[src/rtl/iob_nco_multi.sv]
// Multi-channel fractional NCO: shadowed period/duty registers reload at each period boundary.
// Optional per-channel start phase (cfg sel 5) is compiled in when IOB_NCO_MULTI_PHASE_EN is defined.
module iob_nco_multi #(
  parameter int N_CH   = 4,
  parameter int INT_W  = 16,
  parameter int FRAC_W = 16,
  parameter int DATA_W = 32,
  localparam int CH_W  = (N_CH > 1) ? $clog2(N_CH) : 1
) (
  input  logic              clk_i,
  input  logic              cke_i,
  input  logic              arst_n_i,
  input  logic              cfg_valid_i,
  input  logic [2:0]        cfg_sel_i,
  input  logic [CH_W-1:0]   cfg_ch_i,
  input  logic [DATA_W-1:0] cfg_wdata_i,
  output logic              cfg_ready_o,
  output logic [N_CH-1:0]   clk_out_o,
  output logic [N_CH-1:0]   tick_o
);

  logic                ready_q, ready_d;
  logic [N_CH-1:0]     en_q, en_d, en_new_s;
  logic [N_CH-1:0]     clk_out_q, clk_out_d, tick_q, tick_d;
  logic [INT_W-1:0]    sh_int_q [N_CH], sh_int_d [N_CH];
  logic [INT_W-1:0]    sh_duty_q [N_CH], sh_duty_d [N_CH];
  logic [FRAC_W-1:0]   sh_frac_q [N_CH], sh_frac_d [N_CH];
  logic [INT_W-1:0]    act_int_q [N_CH], act_int_d [N_CH];
  logic [INT_W-1:0]    act_duty_q [N_CH], act_duty_d [N_CH];
  logic [FRAC_W-1:0]   act_frac_q [N_CH], act_frac_d [N_CH];
  logic [INT_W-1:0]    cnt_q [N_CH], cnt_d [N_CH];
  logic [FRAC_W-1:0]   acc_q [N_CH], acc_d [N_CH];
`ifdef IOB_NCO_MULTI_PHASE_EN
  logic [INT_W-1:0]    sh_phase_q [N_CH], sh_phase_d [N_CH];
`endif

  logic                wr_s, soft_s, ch_ok_s, live_s, end_s;
  logic [FRAC_W:0]     sum_s;
  logic [INT_W:0]      len_s;
  logic [INT_W-1:0]    start_s;
  logic                unused_wdata_s;

  assign unused_wdata_s = ^cfg_wdata_i;

  // Next-state logic: config decode, per-channel counters and output functions.
  always_comb begin
    wr_s    = cfg_valid_i && ready_q && cke_i;
    ch_ok_s = (32'(cfg_ch_i) < N_CH);
    soft_s  = wr_s && (cfg_sel_i == 3'd4) && cfg_wdata_i[0];
    if (wr_s && (cfg_sel_i == 3'd3)) begin
      en_new_s = cfg_wdata_i[N_CH-1:0];
    end else begin
      en_new_s = en_q;
    end

    ready_d    = ready_q;
    en_d       = en_q;
    clk_out_d  = clk_out_q;
    tick_d     = tick_q;
    sh_int_d   = sh_int_q;
    sh_duty_d  = sh_duty_q;
    sh_frac_d  = sh_frac_q;
    act_int_d  = act_int_q;
    act_duty_d = act_duty_q;
    act_frac_d = act_frac_q;
    cnt_d      = cnt_q;
    acc_d      = acc_q;
`ifdef IOB_NCO_MULTI_PHASE_EN
    sh_phase_d = sh_phase_q;
`endif
    sum_s   = '0;
    len_s   = '0;
    live_s  = 1'b0;
    end_s   = 1'b0;
    start_s = '0;

    if (!cke_i) begin
      ready_d = ready_q;
    end else if (soft_s) begin
      ready_d   = 1'b0;
      en_d      = '0;
      clk_out_d = '0;
      tick_d    = '0;
      for (int i = 0; i < N_CH; i++) begin
        sh_int_d[i]   = '0;
        sh_duty_d[i]  = '0;
        sh_frac_d[i]  = '0;
        act_int_d[i]  = '0;
        act_duty_d[i] = '0;
        act_frac_d[i] = '0;
        cnt_d[i]      = '0;
        acc_d[i]      = '0;
`ifdef IOB_NCO_MULTI_PHASE_EN
        sh_phase_d[i] = '0;
`endif
      end
    end else begin
      ready_d = 1'b1;
      en_d    = en_new_s;
      for (int i = 0; i < N_CH; i++) begin
        // The fractional carry stretches this period by one cycle.
        sum_s  = {1'b0, acc_q[i]} + {1'b0, act_frac_q[i]};
        len_s  = {1'b0, act_int_q[i]} + {{INT_W{1'b0}}, sum_s[FRAC_W]};
        live_s = (act_int_q[i] >= INT_W'(2));
        end_s  = live_s && ({1'b0, cnt_q[i]} == (len_s - {{INT_W{1'b0}}, 1'b1}));
`ifdef IOB_NCO_MULTI_PHASE_EN
        if (sh_int_q[i] < INT_W'(2)) begin
          start_s = '0;
        end else if (sh_phase_q[i] > (sh_int_q[i] - INT_W'(1))) begin
          start_s = sh_int_q[i] - INT_W'(1);
        end else begin
          start_s = sh_phase_q[i];
        end
`else
        start_s = '0;
`endif
        clk_out_d[i] = en_q[i] && live_s && (cnt_q[i] < act_duty_q[i]);
        tick_d[i]    = en_q[i] && end_s;
        if (en_new_s[i] && !en_q[i]) begin
          cnt_d[i]      = start_s;
          acc_d[i]      = '0;
          act_int_d[i]  = sh_int_q[i];
          act_frac_d[i] = sh_frac_q[i];
          act_duty_d[i] = sh_duty_q[i];
        end else if (en_new_s[i] && end_s) begin
          cnt_d[i]      = '0;
          acc_d[i]      = sum_s[FRAC_W-1:0];
          act_int_d[i]  = sh_int_q[i];
          act_frac_d[i] = sh_frac_q[i];
          act_duty_d[i] = sh_duty_q[i];
        end else if (en_new_s[i] && en_q[i] && live_s) begin
          cnt_d[i] = cnt_q[i] + INT_W'(1);
        end else begin
          cnt_d[i] = cnt_q[i];
        end
      end
      // Shadow updates land after the reload above, so a same-edge write waits a period.
      if (wr_s && ch_ok_s) begin
        case (cfg_sel_i)
          3'd0: sh_int_d[cfg_ch_i]  = cfg_wdata_i[INT_W-1:0];
          3'd1: sh_frac_d[cfg_ch_i] = cfg_wdata_i[FRAC_W-1:0];
          3'd2: sh_duty_d[cfg_ch_i] = cfg_wdata_i[INT_W-1:0];
`ifdef IOB_NCO_MULTI_PHASE_EN
          3'd5: sh_phase_d[cfg_ch_i] = cfg_wdata_i[INT_W-1:0];
`endif
          default: ;
        endcase
      end else begin
        ready_d = 1'b1;
      end
    end
  end

  // State registers with asynchronous clear.
  always_ff @(posedge clk_i or negedge arst_n_i) begin
    if (!arst_n_i) begin
      ready_q   <= 1'b0;
      en_q      <= '0;
      clk_out_q <= '0;
      tick_q    <= '0;
      for (int i = 0; i < N_CH; i++) begin
        sh_int_q[i]   <= '0;
        sh_duty_q[i]  <= '0;
        sh_frac_q[i]  <= '0;
        act_int_q[i]  <= '0;
        act_duty_q[i] <= '0;
        act_frac_q[i] <= '0;
        cnt_q[i]      <= '0;
        acc_q[i]      <= '0;
`ifdef IOB_NCO_MULTI_PHASE_EN
        sh_phase_q[i] <= '0;
`endif
      end
    end else begin
      ready_q    <= ready_d;
      en_q       <= en_d;
      clk_out_q  <= clk_out_d;
      tick_q     <= tick_d;
      sh_int_q   <= sh_int_d;
      sh_duty_q  <= sh_duty_d;
      sh_frac_q  <= sh_frac_d;
      act_int_q  <= act_int_d;
      act_duty_q <= act_duty_d;
      act_frac_q <= act_frac_d;
      cnt_q      <= cnt_d;
      acc_q      <= acc_d;
`ifdef IOB_NCO_MULTI_PHASE_EN
      sh_phase_q <= sh_phase_d;
`endif
    end
  end

  assign cfg_ready_o = ready_q;
  assign clk_out_o   = clk_out_q;
  assign tick_o      = tick_q;

endmodule

[config.mk]
export PLATFORM = sky130hd
export DESIGN_NAME = iob_nco_multi
export DESIGN_NICKNAME = d
export VERILOG_FILES = /design/src/rtl/iob_nco_multi.sv
export SDC_FILE = /design/constraint.sdc
export NUM_CORES = 1
export LEC_CHECK = 0
export ABC_AREA = 0
export ABC_CLOCK_PERIOD_IN_PS = 14000
export CORE_MARGIN = 4
export CORE_UTILIZATION = 60
export CTS_CLUSTER_SIZE = 8
export DETAILED_ROUTE_END_ITERATION = 16
export PLACE_DENSITY = 0.8
export SYNTH_ARGS = -nofsm -noshare
export SYNTH_HDL_FRONTEND = slang
export SYNTH_SLANG_ARGS = --single-unit
[constraint.sdc]
create_clock -name clk_i -period 14 [get_ports clk_i]
set_clock_uncertainty 0.05 [all_clocks]
set_input_delay 2.8 -clock clk_i [delete_from_list [all_inputs] [get_ports clk_i]]
set_output_delay 2.8 -clock clk_i [all_outputs]
set_load 0.01 [all_outputs]
==> metrics.md <==
| Metric | Value |
|---|---|
| Status | finished clean |
| Cell variety after synth | 83 |
| ANT nets after route | 0 |
| Critical Path AT | 7340 ps |
| Post-synth top flop | dfrtp_1 |
| Final Max Slew Viols | 0 |
| Clock sink count | 525 |
| PD cells | 166 nW/µm² |
| CTS root buffer | clkbuf_16 |
| Kind of launch point of the worst setup path | register |
| Grt total ovfl | 0 |
| FF+latch count, synth | 525 |
| Die Wd | roughly 220 µm |
| Port Buffers | 33 |
| Worst-Skew Late Latency | roughly 600 ps |
| Worst relative slew slack | 0.0247 |
| Post-synth EDFFs | 0 |
| Worst Setup End Kind | register |
| Final hold vios | 0 |
| Max Root-Sink Buffers | 3 |
| GPL Wtd Cong | 0.944 |
| Final #Nets | roughly 2,900 |
| Rows | 77 |
| Routed vias | roughly 22,000 |
| Post-Syn Instances | 2,735 |
| Final core utilization | 0.674 |
| Required @ worst endpoint | 14,480 ps |
| Starting density of the core | 0.612 |
| Switching pwr | ~1.6 mW |
| Mapped Area | approximately 27,000 µm² |
| Dpl hpwl | 45,400 µm |
| Number of max-cap violations | 0 |
| Drt pass-1 iters | 5 |
| CTS H-Tree Depth | 3 |
| Slowest cell on crit path | a211oi_4 |
| Final Setup Violations | 0 |
| Setup Buffers After CTS | 0 |
| P_leak | 13.9 nW |
| Async SR Flop Fraction | 1.00 |
| Overall Power | 5.00 mW |
| Largest net degree at the start of global routing | 183 |
| Seq pwr share | 0.415 |
| Worst r2r src | act_frac_q[0] |
| DR iter-0 viols | between 1,500 and 2,000 |
| Routed len/inst | 21.5 µm |
| Avg Cell Area, Syn | 9.98 µm² |
| Setup TNS | 0 ps |
| Hold buffer count at CTS | 0 |
| Worst hold path type | reg2reg |
| Clock slew at reported path FFs | 50 ps |
| Clk pwr share | 0.321 |
| CTS tree | built |
| Critical Path Most Common Cell | ha_1 |
| Hold_sp | sh_duty_q[52] |
| Register area share after synthesis | 0.481 |
| VDD IR max | 0.100 mV |
| Avg Vias per Cell | about 6.5 |
| Layout cell share with drive strength beyond 1 | 0.0581 |
| Remaining DRCs | 0 |
| WHS Endpoint | act_duty_q[52] |
| Setup slack, reg-to-reg | 7140 ps |
| Synth Net Count | roughly 3,000 |
| RSZ-0062 raised after global routing | no |
| Worst Hold Depth | 1 |
| Die Area | between 40,000 and 50,000 µm² |
| Fin crit period | 6860 ps |
| CP peak stage delay | 740 ps |
| Gate power share | 0.265 |
| I/O Pins | 50 |
| Vias in the first global route | 21,900 |
| Global-route wire length before repair | 116,000 µm |
| Period utilisation layout | 0.490 |
| Total Routing Usage GR | 0.289 |
| Switching Share | 0.321 |
| Crit-path max FO | 32 |
| FF-to-FF path depth | 22 |
| Most frequent cells in the layout | dfrtp_1 (525), nand2_1 (367), a22o_1 (257), a21oi_1 (186), nor2_1 (143) |
| WS Path Type | reg2reg |
| Total CTS buffers | 75 |
| Die H | 221 µm |
| Max Freq | approximately 150 MHz |
| Core box area | ~45,000 µm² |
| Synthesis warning total | 0 |
| Post-Route WL | 71,500 µm |
| CP Cell Sequence | ha_1, inv_1, fa_1, nand2b_1, a21oi_1, o41a_1, a41o_1, o41ai_1, o21ai_0, a21o_1, a21oi_1, ha_1, ha_1, or3b_2, nor3_1, xnor2_1, nand3_1, nor4b_1, nand2_1, a211oi_4, buf_4, a22o_1 |
| Post-CTS Resized | 0 |
| Pint | 3.39 mW |
| Most common cell after layout, fill and taps aside | dfrtp_1 |
| Slew @ Worst Pin | 1460 ps |
| Syn-to-layout area delta | 10.1% |
| Worst r2r dst | act_duty_q[2] |
| Initial antenna violation count | 2 |
-- logic make-up (layout without fill, tap and decap cells) --
family | after synthesis | after routing | share of synthesized area
AO/OA/AOI/OAI | 771 | 771 | 0.204
XOR/XNOR | 164 | 164 | 0.0526
adder cells (fa/ha/maj) | 140 | 140 | 0.0653
buffers and inverters | 266 | 266 | 0.0402
flip-flops | 525 | 525 | 0.481
multiplexers | 21 | 21 | 0.00788
other | 0 | 2 | 0
AND/OR/NAND/NOR | 848 | 848 | 0.148
-- metal layers --
layer	up-vias	wire length, µm	track usage
met5	-	13	0
met4	2	3170	0.126
met3	191	4610	0.0516
met2	723	33400	0.468
met1	10800	30300	0.387
li1	9832	-	-
-- stage by stage --
step	instance area, µm²	hold WS [ps]	std cells	setup WS, ps
floorplan	27300	397	2735	8660
global route	30100	447	3328	6660
global placement	28100	409	3244	7270
finish	30100	432	3329	7140
CTS	30100	435	3327	7180
detailed placement	28100	421	3244	7180
-- how the worst max path moves through the flow --
| stage | start | end | cells after the start |
|---|---|---|---|
| 6_report | act_frac_q[0] | act_duty_q[2] | 22 |
| 5_1_grt | act_frac_q[0] | act_int_q[7] | 22 |
| 4_1_cts | act_frac_q[0] | act_duty_q[15] | 22 |
| 3_5_place_dp | cke_i | sh_int_q[37] | 8 |
| 3_3_place_gp | cke_i | sh_int_q[16] | 8 |
| 2_1_floorplan | act_frac_q[0] | acc_q[15] | 24 |
-- state kept, by name (all words and copies together), names as in the netlist --
name,cells
acc_q,64
act_duty_q,64
act_frac_q,64
act_int_q,64
cfg_ready_o,1
clk_out_o,4
cnt_q,64
en_q,4
sh_duty_q,64
sh_frac_q,64
sh_int_q,64
tick_o,4
-- synth_stat cells, drive strengths merged, types with 7 or more instances --
library cell / number / area (µm²)
dfrtp: 525 / 13100
nand2: 368 / 1380
a22o: 257 / 2250
a21oi: 188 / 945
nor2: 144 / 541
ha: 136 / 1700
inv: 114 / 428
clkbuf: 98 / 368
o21ai: 86 / 434
xnor2: 85 / 744
xor2: 79 / 692
nor3: 73 / 380
nand3: 57 / 285
buf: 54 / 300
a21o: 48 / 360
nand4: 29 / 181
o31ai: 29 / 218
nand2b: 27 / 169
and3: 24 / 150
a211oi: 23 / 188
or3: 19 / 119
a31oi: 18 / 113
mux2i: 17 / 170
nor2b: 17 / 106
nor4: 17 / 149
o211ai: 14 / 105
o21a: 14 / 105
and2: 13 / 81.3
nor3b: 12 / 90.1
o41ai: 10 / 87.6
a32o: 8 / 80.1
or4: 8 / 60.1
nor4b: 7 / 73.8
-- layout make-up --
type,count,area [µm²]
Antenna cell,2,5.00
Clock buffer,77,1930
Clock inverter,6,63.8
Fill cell,3329,14600
Inverter,114,428
Multi-Input combinational cell,1944,13100
Sequential cell,525,13100
Tap cell,592,741
Timing Repair Buffer,69,631
-- power by group through the flow --
| stage | Combinational [mW] | Sequential (mW) | Clock [mW] |
|---|---|---|---|
| after floorplan | 1.07 | 1.97 | 0 |
| after global placement | 1.25 | 2.07 | 0 |
| after detailed placement | 1.31 | 2.09 | 0 |
| after CTS | 1.32 | 2.07 | 1.62 |
| after global routing | 1.48 | 2.11 | 1.68 |
| final | 1.32 | 2.07 | 1.60 |
-- worst max-delay path, delay by kind of cell (launching register included) --
| family | cells | cell delay, ps |
|---|---|---|
| buf+inv | 2 | 540 |
| flops | 1 | 380 |
| fa+ha+maj | 4 | 910 |
| simple gates | 6 | 1860 |
| xor+xnor | 1 | 160 |
| compound gates | 9 | 2860 |
Note: power is estimated with default switching activity, not from simulation.
